`config.mk`:
```
export PLATFORM = sky130hd
export DESIGN_NAME = wm_panel_ctrl
export DESIGN_NICKNAME = d
export VERILOG_FILES = /design/src/rtl/wm_pkg.sv /design/src/rtl/wm_debounce.sv /design/src/rtl/wm_panel_ctrl.sv
export SDC_FILE = /design/constraint.sdc
export NUM_CORES = 1
export LEC_CHECK = 0
export CAP_MARGIN = 20
export CORE_MARGIN = 2
export CORE_UTILIZATION = 28
export DETAILED_ROUTE_END_ITERATION = 7
export GPL_ROUTABILITY_DRIVEN = 0
export GPL_TIMING_DRIVEN = 0
export PLACE_DENSITY_LB_ADDON = 0.1
export SYNTH_ARGS = -nofsm -noshare
export SYNTH_HDL_FRONTEND = slang
export SYNTH_SLANG_ARGS = --single-unit
```
`constraint.sdc`:
```
create_clock -name clk -period 5.7 [get_ports clk]
set_clock_uncertainty 0.1 [all_clocks]
set_input_delay 0.855 -clock clk [delete_from_list [all_inputs] [get_ports clk]]
set_output_delay 0.855 -clock clk [all_outputs]
set_load 0.02 [all_outputs]
```
`src/rtl/wm_pkg.sv`:
```
// Shared definitions for the washing-machine front-panel stage.
//   - controller status codes reported on ws/rs/ss
//   - panel interlock FSM state encoding
//   - default debounce / lock timing constants and counter width
//   - all_complete(): decode of "every stage reports COMPLETE"
package wm_pkg;

  typedef enum logic [1:0] {
    ST_OFF      = 2'b00,
    ST_ACTIVE   = 2'b01,
    ST_COMPLETE = 2'b10
  } status_e;

  typedef enum logic [1:0] {
    UNLOCKED,
    LOCKING,
    RUNNING,
    UNLOCK_WAIT
  } panel_state_e;

  localparam int unsigned DEF_DB_CYCLES   = 4;
  localparam int unsigned DEF_LOCK_SETTLE = 3;
  localparam int unsigned DEF_UNLOCK_HOLD = 5;

  // Every timing parameter is legal in 1..15, so four bits cover all counters.
  localparam int CNT_W = 4;

  function automatic logic all_complete(input logic [1:0] ws,
                                        input logic [1:0] rs,
                                        input logic [1:0] ss);
    return (ws == ST_COMPLETE) && (rs == ST_COMPLETE) && (ss == ST_COMPLETE);
  endfunction

endpackage

```
`src/rtl/wm_debounce.sv`:
```
// Two-flop synchroniser followed by a level debouncer.
// Ports:
//   clk  in  : clock, rising edge
//   rst  in  : synchronous active-high reset
//   din  in  : raw asynchronous, possibly bouncy input
//   dout out : debounced level
//   rise out : one-cycle pulse when dout goes 0 -> 1
//   fall out : one-cycle pulse when dout goes 1 -> 0
module wm_debounce
  import wm_pkg::*;
#(
  parameter int unsigned DB_CYCLES = DEF_DB_CYCLES
) (
  input  logic clk,
  input  logic rst,
  input  logic din,
  output logic dout,
  output logic rise,
  output logic fall
);

  localparam logic [CNT_W-1:0] CNT_LAST = CNT_W'(DB_CYCLES - 1);

  logic             sync1;
  logic             sync2;
  logic [CNT_W-1:0] cnt;

  // NOTE: sequential state uses non-blocking assignments so every flop samples
  // the pre-edge value of its neighbours, which is what makes sync1->sync2 a
  // real two-stage shift instead of a single wire.
  always_ff @(posedge clk) begin
    if (rst) begin
      sync1 <= 1'b0;
      sync2 <= 1'b0;
      dout  <= 1'b0;
      rise  <= 1'b0;
      fall  <= 1'b0;
      cnt   <= '0;
    end else begin
      sync1 <= din;
      sync2 <= sync1;
      rise  <= 1'b0;
      fall  <= 1'b0;
      if (sync2 == dout) begin
        // Any agreeing sample restarts the qualification window.
        cnt <= '0;
      end else if (cnt == CNT_LAST) begin
        // This is the DB_CYCLES-th consecutive differing sample.
        dout <= sync2;
        rise <= sync2;
        fall <= ~sync2;
        cnt  <= '0;
      end else begin
        cnt <= cnt + CNT_W'(1);
      end
    end
  end

endmodule

```
`src/rtl/wm_panel_ctrl.sv`:
```
// Front-panel and door-interlock stage ahead of the wash-cycle controller.
// Debounces the buttons and door sensor, sequences the door lock and issues
// single-cycle start/stop pulses only while the interlock allows it.
// Ports:
//   clk         in  : clock, rising edge
//   rst         in  : synchronous active-high reset
//   start_btn   in  : raw start push button
//   stop_btn    in  : raw stop push button
//   door_closed in  : raw door sensor, 1 = closed
//   ws, rs, ss  in  : controller stage status (00 off, 01 active, 10 complete)
//   start       out : one-cycle start pulse to the controller
//   stop        out : one-cycle stop pulse to the controller
//   door_lock   out : lock solenoid drive, 1 = engaged
//   door_err    out : sticky door fault, cleared by reset or an accepted start
module wm_panel_ctrl
  import wm_pkg::*;
#(
  parameter int unsigned DB_CYCLES   = DEF_DB_CYCLES,
  parameter int unsigned LOCK_SETTLE = DEF_LOCK_SETTLE,
  parameter int unsigned UNLOCK_HOLD = DEF_UNLOCK_HOLD
) (
  input  logic       clk,
  input  logic       rst,
  input  logic       start_btn,
  input  logic       stop_btn,
  input  logic       door_closed,
  input  logic [1:0] ws,
  input  logic [1:0] rs,
  input  logic [1:0] ss,
  output logic       start,
  output logic       stop,
  output logic       door_lock,
  output logic       door_err
);

  localparam logic [CNT_W-1:0] LOCK_LAST = CNT_W'(LOCK_SETTLE - 1);
  localparam logic [CNT_W-1:0] HOLD_LAST = CNT_W'(UNLOCK_HOLD - 1);

  logic start_req;
  logic stop_req;
  logic door_lvl;
  logic door_fall;
  logic start_lvl, start_fall;
  logic stop_lvl, stop_fall;
  logic door_rise;
  logic done;

  wm_debounce #(.DB_CYCLES(DB_CYCLES)) u_db_start (
    .clk  (clk),
    .rst  (rst),
    .din  (start_btn),
    .dout (start_lvl),
    .rise (start_req),
    .fall (start_fall)
  );

  wm_debounce #(.DB_CYCLES(DB_CYCLES)) u_db_stop (
    .clk  (clk),
    .rst  (rst),
    .din  (stop_btn),
    .dout (stop_lvl),
    .rise (stop_req),
    .fall (stop_fall)
  );

  wm_debounce #(.DB_CYCLES(DB_CYCLES)) u_db_door (
    .clk  (clk),
    .rst  (rst),
    .din  (door_closed),
    .dout (door_lvl),
    .rise (door_rise),
    .fall (door_fall)
  );

  // Button levels and the unused edges are not needed by the interlock.
  logic unused_edges;
  assign unused_edges = &{1'b0, start_lvl, start_fall, stop_lvl, stop_fall, door_rise};

  assign done = all_complete(ws, rs, ss);

  panel_state_e     state_q, state_d;
  logic [CNT_W-1:0] cnt_q, cnt_d;
  logic             start_d, stop_d, lock_d, err_d;

  always_ff @(posedge clk) begin
    if (rst) begin
      state_q   <= UNLOCKED;
      cnt_q     <= '0;
      start     <= 1'b0;
      stop      <= 1'b0;
      door_lock <= 1'b0;
      door_err  <= 1'b0;
    end else begin
      state_q   <= state_d;
      cnt_q     <= cnt_d;
      start     <= start_d;
      stop      <= stop_d;
      door_lock <= lock_d;
      door_err  <= err_d;
    end
  end

  // NOTE: every signal driven here gets a default first, so no path through
  // the case statement can leave a value unassigned and infer a latch.
  always_comb begin
    state_d = state_q;
    cnt_d   = cnt_q;
    start_d = 1'b0;
    stop_d  = 1'b0;
    err_d   = door_err;

    unique case (state_q)
      UNLOCKED: begin
        // A simultaneous stop press swallows the start request.
        if (start_req && !stop_req) begin
          if (door_lvl) begin
            state_d = LOCKING;
            cnt_d   = '0;
            err_d   = 1'b0;
          end else begin
            err_d = 1'b1;
          end
        end
      end

      LOCKING: begin
        if (stop_req) begin
          state_d = UNLOCKED;
        end else if (!door_lvl) begin
          state_d = UNLOCKED;
          err_d   = 1'b1;
        end else if (cnt_q == LOCK_LAST) begin
          state_d = RUNNING;
          start_d = 1'b1;
        end else begin
          cnt_d = cnt_q + CNT_W'(1);
        end
      end

      RUNNING: begin
        if (stop_req) begin
          state_d = UNLOCK_WAIT;
          stop_d  = 1'b1;
          cnt_d   = '0;
        end else if (door_fall) begin
          state_d = UNLOCK_WAIT;
          stop_d  = 1'b1;
          err_d   = 1'b1;
          cnt_d   = '0;
        end else if (done) begin
          // The controller finished on its own; no pulse needed.
          state_d = UNLOCK_WAIT;
          cnt_d   = '0;
        end
      end

      UNLOCK_WAIT: begin
        if (cnt_q == HOLD_LAST) begin
          state_d = UNLOCKED;
        end else begin
          cnt_d = cnt_q + CNT_W'(1);
        end
      end

      default: begin
        state_d = UNLOCKED;
      end
    endcase

    // The lock output follows the next state so it changes on the same edge
    // as the state register.
    lock_d = (state_d != UNLOCKED);
  end

endmodule

```
==> results of run 1 <==
-- stage by stage --
stage	std cells	hold slack [ns]
after global routing	254	0.363
final	254	0.342
after floorplan	162	0.314
after CTS	254	0.343
after detailed placement	246	0.326
after global placement	246	0.323
-- sequential cells by signal, indices dropped and copies added, names as in the netlist, 2 cells and up --
signal          count
u_db_stop.cnt       4
u_db_start.cnt      4
state_q             2
u_db_door.cnt       4
cnt_q               4
-- synthesized netlist by cell type, drive strengths merged (3+ instances only) --
cell    n  area, um^2
dfxtp  34         681
nor2   23        86.3
inv    15        56.3
ha     11         138
nor2b   7        43.8
xnor2   6        52.6
o21ai   5        25.0
a21oi   4        20.0
nand3   4        20.0
or3     4        30.0
and3    3        18.8
buf     3        18.8
mux2i   3        30.0
nor3    3        15.0
nor3b   3        22.5
xor2    3        26.3
-- final timing paths --
path | to | slack (ns)
setup / recovery | cnt_q[1] | 3.27
hold / removal | u_db_stop.sync2 | 0.34
setup reg to reg | cnt_q[1] | 3.57
hold reg to reg | u_db_stop.sync2 | 0.34
-- layout by cell type, fill, tap and decap left out, types with 2 or more instances in the layout --
cell             synthesis  routed
dfxtp_1                 34      34
nor2_1                  23      23
inv_1                   15      15
clkdlybuf4s50_1          0      14
ha_1                    11      11
nor2b_1                  7       7
xnor2_1                  6       6
clkbuf_8                 0       6
o21ai_0                  5       5
a21oi_1                  4       4
nand3_1                  4       4
nor3b_1                  3       3
or3_1                    3       3
nor3_1                   3       3
xor2_1                   3       3
and3_1                   3       3
mux2i_1                  3       3
nand2_1                  2       2
nand2b_1                 2       2
buf_1                    2       2
and3b_1                  2       2
nor4_1                   2       2
o32ai_1                  2       2
o311ai_0                 2       2
-- routing by layer --
metal / track usage [%] / vias to the layer above / wire length [um]
li1: - / 605 / -
met1: 13.4 / 526 / 1430
met2: 17.2 / 17 / 1300
met3: 2.53 / 7 / 98
met4: 6.14 / 0 / 70
met5: 0 / - / 0
-- power by group --
group	switching [mW]	internal [mW]
registers	0.00138	0.240
logic	0.00647	0.00911
clock network	0.0900	0.0971
-- area by class of cell --
class                   instances  area (um^2)  share of cell area [%]
inverters                      15         56.3                    3.03
plain buffers                   4         22.5                    1.21
repair buffers                 14          140                    7.54
multi-input cells             109          777                    41.8
clock buffers                   6         82.6                    4.44
clock inverters                 2         12.5                   0.673
well taps                      70         87.6                    4.71
flip-flops and latches         34          681                    36.6
-- kinds of logic after synthesis --
| family | count (synthesis) | share of synthesized area, % |
|---|---|---|
| flip-flops | 34 | 44.3 |
| multiplexers | 3 | 1.95 |
| XOR/XNOR | 9 | 5.13 |
| AND/OR/NAND/NOR | 59 | 20.8 |
| buffers and inverters | 19 | 5.13 |
| AO/OA/AOI/OAI | 27 | 13.7 |
| adder cells (fa/ha/maj) | 11 | 8.96 |
==> impl_metrics.csv, run 1 <==
group,metric,value,unit
placement,post_dp_cell_area,0.00176,mm^2
worst_setup_path,cp_data_arrival_time,2.52,ns
synthesis,synth_edf_count,0,
synthesis,synth_ff_type,"dfxtp_1",
route,routed_wl,2.90,mm
worst_hold_path,hold_depth,1,
cells_and_area,area_growth,21.0,%
worst_setup_path,critPathRequiredTime,5.79,ns
worst_setup_path,worstPathMaxFanout,5,
synthesis,avgSynthCellArea,9.48,um^2
route,vias_per_cell,4.55,
timing,setup_tns,0,ns
timing,setup_viol,0,
synthesis,ys_seq_elements,34,
global_route,gr-total-overflow,0,
clock_tree,h-tree-depth,2,
worst_setup_path,r2r_cells,7,
route,dr.pass1.iters,4,
worst_hold_path,hold_class,"reg2reg",
route,ant_nets,0,
route,wl_per_cell,11.4,um
worst_setup_path,path_delay_family,"compound AO/OA/AOI/OAI gates",
worst_hold_path,hp-start,"u_db_stop.sync1",
clock_tree,clock_sinks,34,
power,pwr_density_cell,239,mW/mm^2
timing,slew_violations,0,
synthesis,synthCells,162,
cells_and_area,final_nets,205,
cells_and_area,final_area,0.00186,mm^2
global_route,grt_pass1_wl,5.18,mm
cells_and_area,nFillCells,540,
synthesis,synthArstFlopShare,0,%
worst_setup_path,crit_start,"rs[0]",
power,ir_drop,0.0924,mV
worst_setup_path,end_kind,"flip-flop",
global_route,first_global_vias,1183,
timing,tightest_slew,0.558,ns
clock_tree,cts_made_buffers,5,
route,drc_errors,0,
clock_tree,cts.hold.buffers_added,0,
clock_tree,clock_path_buffers,2,
clock_tree,clk_pin_slew,0.07,ns
die,dieArea,0.00610,mm^2
synthesis,synth_fp_nets,184,
clock_tree,cts.repair.resized,0,
clock_tree,clk_latency,0.28,ns
power,leakage,0.678,nW
cells_and_area,diodes,0,
global_route,grt_max_degree,12,
clock_tree,tritoncts,"built",
global_route,grt_antenna_before_repair,0,
power,power,444,uW
worst_setup_path,worst-path-stages,5,
die,io_pins,15,
timing,min_period,2.43,ns
die,coreArea,0.00520,mm^2
die,initial_core_util,29.5,%
flow_run,maxCapViolCount,0,
worst_setup_path,worst-setup-path-type,"in2reg",
status,outcome,"finished, final reports clean",
worst_setup_path,crit_slowest_cell,"clkdlybuf4s50_1",
synthesis,synth_warnings,0,
synthesis,syn_area,0.00154,mm^2
route,drtIter0Drc,71,
global_route,globalRouteTotalUtil,10.8,%
timing,max_freq,411,MHz
synthesis,yosysSeqAreaShare,44.3,%
clock_tree,root_buffer,"clkbuf_8",
die,die_w,78.1,um
timing,min_period_over_period,42.7,%
timing,hold_violations,0,
worst_setup_path,cp_slowest_stage_delay,0.39,ns
worst_setup_path,worst-path-buf-inv,1,
die,die_h,78.1,um
timing,rsz0062_at_grt,"false",
synthesis,yosysUniqueCellTypes,43,
die,fp-row-count,26,
placement,portBuffers,14,
cells_and_area,drive_above_1_share,7.07,%
route,vias,1155,
timing,max_slew_margin,61.8,%
cells_and_area,utilization,35.7,%
worst_setup_path,crit_path_cell_trace,"clkdlybuf4s50_1 -> nand4bb_1 -> o311a_1 -> or3_4 -> o41ai_2",
worst_setup_path,rr_startpoint,"state_q[1]",
clock_tree,cts_setup_buffers,0,
placement,dpl.hpwl,2.22,mm
worst_setup_path,cp-start-kind,"input pin",
timing,setup_ws,3.27,ns
placement,post-place-ws,2.97,ns
No activity file was read; power rests on OpenSTA's default activity.
==> run 2, diff against run 1 <==
- clock period: 5.7 -> 2.3 ns (I/O delays scaled with it)
==> run 2 against run 1 <==
Clock power rose by 150%. Worst hold slack did not move. Via count barely moved.
==> impl_metrics.csv, run 2 (synthesized netlist as in run 1, its figures left out) <==
group,metric,value,unit
route,ant_nets,0,
worst_setup_path,cp-start-kind,"flip-flop",
timing,slew_violations,0,
route,vias,1154,
status,outcome,"finished, final reports clean",
clock_tree,clk_latency,0.28,ns
route,vias_per_cell,4.54,
worst_setup_path,critPathRequiredTime,2.39,ns
placement,portBuffers,14,
worst_setup_path,crit_start,"state_q[1]",
die,coreArea,0.00520,mm^2
die,initial_core_util,29.5,%
die,dieArea,0.00610,mm^2
cells_and_area,drive_above_1_share,7.07,%
power,ir_drop,0.229,mV
worst_hold_path,hold_class,"reg2reg",
placement,dpl.hpwl,2.22,mm
route,wl_per_cell,11.5,um
timing,setup_ws,0.162,ns
global_route,grt_pass1_wl,5.18,mm
power,leakage,0.677,nW
cells_and_area,final_area,0.00186,mm^2
cells_and_area,final_nets,205,
route,drtIter0Drc,76,
clock_tree,clk_pin_slew,0.07,ns
global_route,globalRouteTotalUtil,10.8,%
clock_tree,cts_made_buffers,5,
timing,min_period,2.14,ns
global_route,gr-max-usage-layer,"met2",
route,routed_wl,2.91,mm
clock_tree,clock_sinks,34,
die,die_w,78.1,um
flow_run,maxCapViolCount,0,
worst_setup_path,worst-setup-path-type,"reg2reg",
global_route,met2_usage,17.2,%
clock_tree,root_buffer,"clkbuf_8",
global_route,first_global_vias,1183,
cells_and_area,mostFrequentLayoutCell,"dfxtp_1",
timing,whs,0.342,ns
clock_tree,cts.hold.buffers_added,0,
worst_setup_path,cp_data_arrival_time,2.22,ns
cells_and_area,diodes,0,
die,io_pins,15,
cells_and_area,nFillCells,539,
worst_hold_path,hp-start,"u_db_stop.sync1",
clock_tree,h-tree-depth,2,
die,die_h,78.1,um
worst_setup_path,worstPathMaxFanout,8,
timing,hold_violations,0,
worst_setup_path,rr_startpoint,"state_q[1]",
global_route,grt_antenna_before_repair,0,
timing,tightest_slew,0.480,ns
cells_and_area,final_cell_mix,"34 x dfxtp_1, 23 x nor2_1, 15 x inv_1",
global_route,gr-total-overflow,0,
timing,min_period_over_period,93.0,%
global_route,grt_max_degree,12,
cells_and_area,area_growth,21.1,%
power,pwr_density_cell,591,mW/mm^2
cells_and_area,utilization,35.7,%
clock_tree,clock_path_buffers,2,
global_route,grt_use_met1,13.4,%
placement,post_dp_cell_area,0.00176,mm^2
timing,max_freq,468,MHz
route,drc_errors,0,
route,dr.pass1.iters,4,
timing,max_slew_margin,68.0,%
global_route,met3_usage,2.53,%
clock_tree,tritoncts,"built",
worst_setup_path,end_kind,"flip-flop",
die,fp-row-count,26,
timing,setup_viol,0,
placement,post-place-ws,0.0812,ns
power,power,1.10,mW
timing,rsz0062_at_grt,"true",
## run 2: cell counts in the layout (fill, tap and decap cells not counted)
No cell type changed its count.
## run 2: final timing paths
check	endpoint	slack, ns	cells past startpoint
setup / recovery	cnt_q[1]	0.16	7
hold / removal	u_db_stop.sync2	0.34	1
setup reg to reg	cnt_q[1]	0.16	7
hold reg to reg	u_db_stop.sync2	0.34	1
## run 2: power breakdown
group	leakage [nW]	internal (mW)	total, mW	switching [mW]
Clock	0.0472	0.241	0.462	0.222
Sequential	0.275	0.595	0.598	0.00342
Combinational	0.355	0.0226	0.0386	0.0161
## run 2: area by class of cell
cell class / count / area, um^2 / share of cell area (%)
multi-input combinational: 109 / 778 / 41.8
sequential: 34 / 681 / 36.6
timing repair buffer: 14 / 140 / 7.53
tap: 70 / 87.6 / 4.71
clock buffer: 6 / 82.6 / 4.44
inverter: 15 / 56.3 / 3.03
buffer: 4 / 22.5 / 1.21
clock inverter: 2 / 12.5 / 0.672
## run 2: worst max-delay path: stages, from the launching register on
cell and delay [ns]:
dfxtp_1 0.39, inv_1 0.11, ha_1 0.19, clkbuf_1 0.20
a21oi_1 0.18, o2bb2ai_1 0.14, or3_4 0.45, o41ai_2 0.28
## run 2: layer usage
metal	part of all wire (%)	routed length, um
met1	50	1450
met2	45	1310
met3	3.0	86
met4	2.3	66
met5	0	0
## run 2: what timing repair did
item | 4_1_cts | 5_1_grt
gates resized for setup | 0 | 1
endpoints found under the setup margin | 0 | 2
hold endpoints to repair | 0 | 0
setup buffers | 0 | 0
## run 2: through the flow
| step | instances | TNS (ns) |
|---|---|---|
| 2_1_floorplan | 162 | 0 |
| 3_3_place_gp | 246 | 0 |
| 3_5_place_dp | 246 | 0 |
| 4_1_cts | 254 | 0 |
| 5_1_grt | 254 | -0.00328 |
| 6_report | 254 | 0 |
==> RTL edit 1, RTL diff (flow settings as in run 2) <==
The package constant `CNT_W` goes from 4 to 6.
--- a/src/rtl/wm_pkg.sv
+++ b/src/rtl/wm_pkg.sv
@@ -23,7 +23,7 @@
   localparam int unsigned DEF_UNLOCK_HOLD = 5;
 
   // Every timing parameter is legal in 1..15, so four bits cover all counters.
-  localparam int CNT_W = 4;
+  localparam int CNT_W = 6;
 
   function automatic logic all_complete(input logic [1:0] ws,
                                         input logic [1:0] rs,
Formal check against the unedited RTL: same outputs for any inputs over 10 cycles, from zero or initial values and one cycle with rst high; that may be too few to reach the edited logic, so the function may still have changed.
==> RTL edit 1 against run 2 <==
- the flow now finishes with violations (DRC)
- setup slack worse by 0.010 ns
- design area grew 20%
- synthesized area grew 22%
- non-clock buffer count rose by 2
- wire length grew 16%
- sequential cell count rose by 8
- maximum frequency is 0.47% lower
- largest cell class unchanged
Power is not compared: it rests on default switching activity, and its combinational part moved more than twofold at a synthesized area within 25%.
==> RTL edit 1: results (changes against run 2) <==
* WL final at 3390 um (+16%)
* Register area share after synthesis at 44.9% (+0.56 points)
* CTS Buffer Depth at 2 (unchanged)
* WHS Endpoint: u_db_stop.cnt[0]
* Total track usage at 10.1% (-0.69 points)
* Non-Clock Buffer Count at 20 (+2)
* Net Count, Synth at 228 (+24%)
* Number of non-clock inverters in the layout at 11 (-4)
* Count of different cell masters after synthesis at 38 (-12%)
* Hold_sp: u_db_stop.cnt[0]
* Status: complete, but fails checks
* Sequential share of cell area at 37.8% (+1.3 points)
* Placed Area at 2110 um^2 (+20%)
* DR vias at 1371 (+19%)
* Slowest cell delay on critical path at 0.55 ns (+0.10 ns)
* Synth Instances at 206 (+27%)
* Clock-cell share at 3.53% (-1.6 points)
* Yosys reg bits at 42 (+24%)
* Core Box Area at 6420 um^2 (+23%)
* Filler instances at 644 (+19%)
* Critical Path AT at 2.28 ns (+0.06 ns)
* Headroom to the max-slew limit at 55.7% (-12 points)
* Multi-input logic area at 1010 um^2 (+30%)
* Remaining routing DRC violations at 2 (+2)
* Worst R2R End: cnt_q[3]
* CLK BUF at 5 (-1)
* Violated checks: DRC
* 1st-iter DRT viols at 45 (-41%)
* Vias in the first global route at 1264 (+6.8%)
* CP max stage cell: or4_4
* Post-synth ARST share at 0% (unchanged)
* Non-clock buffer share at 7.28% (-1.5 points)
* DR WL/cell at 11.1 um (-2.8%)
* Post-route cell area at 2230 um^2 (+20%)
* Worst Setup SP: state_q[1]
* Largest net degree at the start of global routing at 13 (+1)
* Hold slack final at 0.339 ns (-0.00212 ns)
* Synth top cells by count: dfxtp_1 (42), nor2_1 (32), nand3_1 (12), xnor2_1 (12)
* Drt pass-1 iters at 6 (+2)
* Placed wire-length estimate at 2420 um (+9.0%)
* Pre-CTS setup slack at -0.182 ns (-0.263 ns)
* Layout cell share with drive strength beyond 1 at 8.37% (+1.3 points)
* Multi-In Gates at 147 (+35%)
* First-pass GRT wire length at 5820 um (+12%)
* Final worst setup slack at 0.152 ns (-0.0101 ns)
* Top cells by area, synth: dfxtp_1 (45%), ha_1 (7.3%), nor2_1 (6.4%)
* Clock power share at 34.7%
* Final net count at 249 (+21%)
-- RTL edit 1: what timing repair did --
item / CTS / global route
endpoints found under the setup margin: 5 / 3
resized for setup: 2 / 8
buffers inserted: 0 / 0
-- RTL edit 1: routing by layer --
layer / routed length, um / vias up / track usage [%]
met1: 1730 / 606 / 12.8
met5: 0 / - / 0
li1: - / 742 / -
met3: 150 / 5 / 3.56
met2: 1440 / 18 / 15.4
met4: 68 / 0 / 4.76
-- RTL edit 1: kinds of logic (layout without fill, tap and decap cells) --
| logic type | after synthesis | in the layout | synth area share (%) |
|---|---|---|---|
| buffers and inverters | 17 | 38 | 3.40 |
| xor gates and xnor gates | 19 | 19 | 8.88 |
| and+or+nand+nor | 94 | 94 | 26.3 |
| DFF | 42 | 42 | 44.9 |
| muxes | 3 | 3 | 1.60 |
| AOI/OAI and AO/OA | 20 | 20 | 7.61 |
| adders and majority gates | 11 | 11 | 7.34 |
==> RTL edit 2, RTL diff (settings of run 2) <==
Without the edit above. Re-encode `panel_state_e` (4 states) as one-hot, 4 bits wide.
--- a/src/rtl/wm_pkg.sv
+++ b/src/rtl/wm_pkg.sv
@@ -11,11 +11,11 @@
     ST_COMPLETE = 2'b10
   } status_e;
 
-  typedef enum logic [1:0] {
-    UNLOCKED,
-    LOCKING,
-    RUNNING,
-    UNLOCK_WAIT
+  typedef enum logic [3:0] {
+    UNLOCKED    = 4'b0001,
+    LOCKING     = 4'b0010,
+    RUNNING     = 4'b0100,
+    UNLOCK_WAIT = 4'b1000
   } panel_state_e;
 
   localparam int unsigned DEF_DB_CYCLES   = 4;
Behaviour: no difference found for any inputs over 10 cycles, from zero or initial values and one cycle with rst high; not proved beyond that.
==> RTL edit 2 against run 2 <==
- sequential cell count grew 2
- synthesized area grew 6.5%
- sequential share of layout area shrank 0.38 points
- setup slack lost 0.024 ns
- critical path type unchanged
- global-route usage grew 0.27 points
- design area grew 7.0%
- wire length grew 11%
- core utilization is essentially flat
- total power grew 11%
- final cell count grew 7.1%
- synthesized cell count grew 9.9%
- die area grew 6.2%
- count of clock-buffer cells in the layout is the same
- clock power grew 18%
==> RTL edit 2: results (changes against run 2) <==
* Layout cell share with drive strength beyond 1 at 9.50% (+2.4 points)
* N_diodes at 0 (unchanged)
* 1st-iter DRT viols at 43 (-43%)
* Critical Path AT at 2.29 ns (+0.07 ns)
* Met2 usage at 18.1% (+0.84 points)
* Skew-Pair Late Insertion Delay at ~0.29 ns
* Actual slew at the worst max-slew pin at 0.522 ns (+0.0419 ns)
* Total track usage at 11.1% (+0.27 points)
* P_leak at 0.727 nW (+7.3%)
* Max rail drop VDD at 0.271 mV (+18%)
* CTS buffer count at 5 (unchanged)
* FF-to-FF Start: state_q[3]
* Count of different cell masters after synthesis at 42 (-2.3%)
* Top cells by area, synth: dfxtp_1 (44%), nor2_1 (6.4%), ha_1 (4.6%)
* CP top delay family: simple AND/OR/NAND/NOR gates
* Net Count, Synth at 195 (+6.0%)
* WL final at 3220 um (+11%)
* Worst Path Max Fanout at 10 (+2)
* First-pass GRT wire length at 5470 um (+5.7%)
* Status: complete, no violations
* Pre-CTS setup slack at 0.00132 ns (-0.0799 ns)
* Placed Area at 1870 um^2 (+5.8%)
* Synth top cells by count: dfxtp_1 (36), nor2_1 (28), nor2b_1 (10)
* Largest net degree at the start of global routing at 12 (unchanged)
* Met3 GRT Util at 4.16% (+1.6 points)
* Worst reg-to-reg setup slack at 0.14 ns (-0.02 ns)
* Filler instances at 587 (+8.9%)
* CTS Buffer Depth at 2 (unchanged)
* Slowest cell delay on critical path at 0.55 ns (+0.10 ns)
* Register area share after synthesis at 44.0% (-0.26 points)
* Post-synth ARST share at 0% (unchanged)
* M1 GR Usage at 12.8% (-0.56 points)
* CP max stage cell: or4b_4
* Placed wire-length estimate at 2420 um (+9.1%)
[RTL edit 2: cell types whose count changed after synthesis, sizes merged, moves of 4 or more]
| cell | change |
|---|---|
| ha | -5 |
| inv | -8 |
| nor3b | +5 |
| nor2 | +5 |
| nand2 | +4 |
| nor4b | +4 |
[RTL edit 2: per-stage QoR]
step / power [mW] / instances / util, %
6_report: 1.22 / 272 / 35.7
5_1_grt: 1.27 / 272 / 35.7
4_1_cts: 1.24 / 272 / 35.5
3_5_place_dp: 0.687 / 264 / 33.5
3_3_place_gp: 0.686 / 264 / 33.5
2_1_floorplan: 0.663 / 178 / -
[RTL edit 2: how the worst min path moves through the flow]
stage               startpoint         endpoint  slack [ns]  cells past startpoint
4_1_cts        u_db_door.sync1  u_db_door.sync2        0.34                      1
6_report       u_db_stop.sync1  u_db_stop.sync2        0.34                      1
3_3_place_gp   u_db_door.sync1  u_db_door.sync2        0.32                      1
2_1_floorplan  u_db_door.sync1  u_db_door.sync2        0.31                      1
3_5_place_dp   u_db_door.sync1  u_db_door.sync2        0.32                      1
5_1_grt        u_db_door.sync1  u_db_door.sync2        0.36                      1
[RTL edit 2: cell type report]
cell class | instances | area [um^2] | share of cell area, %
buffer | 7 | 47.5 | 2.39
clock buffer | 6 | 72.6 | 3.65
clock inverter | 2 | 35.0 | 1.76
inverter | 7 | 26.3 | 1.32
multi-input combinational | 128 | 858 | 43.1
sequential | 36 | 721 | 36.2
tap | 72 | 90.1 | 4.53
timing repair buffer | 14 | 140 | 7.04
[RTL edit 2: routing by layer]
layer,wire (um),vias up
li1,-,652
met1,1470,570
met2,1490,27
met3,202,9
met4,68,0
met5,0,-
[RTL edit 2: repair_timing]
action | 4_1_cts | 5_1_grt
setup buffers | 0 | 0
cloned | 0 | 0
gates resized for setup | 2 | 2
endpoints found under the hold margin | 0 | 0
setup endpoints to repair | 2 | 2
[RTL edit 2: cells by family after synthesis]
family	Yosys count	share of synthesized area, %
mux	3	1.83
flops	36	44.0
xor+xnor	12	6.42
fa+ha+maj	6	4.59
simple gates	85	29.7
compound gates	22	8.95
buf+inv	14	4.51
[RTL edit 2: power by group]
group	internal, mW	switching [mW]
Combinational	0.0230	0.0157
Sequential	0.629	0.00346
Clock	0.322	0.225
[RTL edit 2: worst register-to-register path, stage by stage, from the launching register on]
cell and delay [ns]:
dfxtp_1 0.31, buf_6 0.14, or4b_4 0.55, a211o_1 0.34
and4_4 0.20, buf_6 0.12, a211oi_1 0.21, a41o_1 0.13
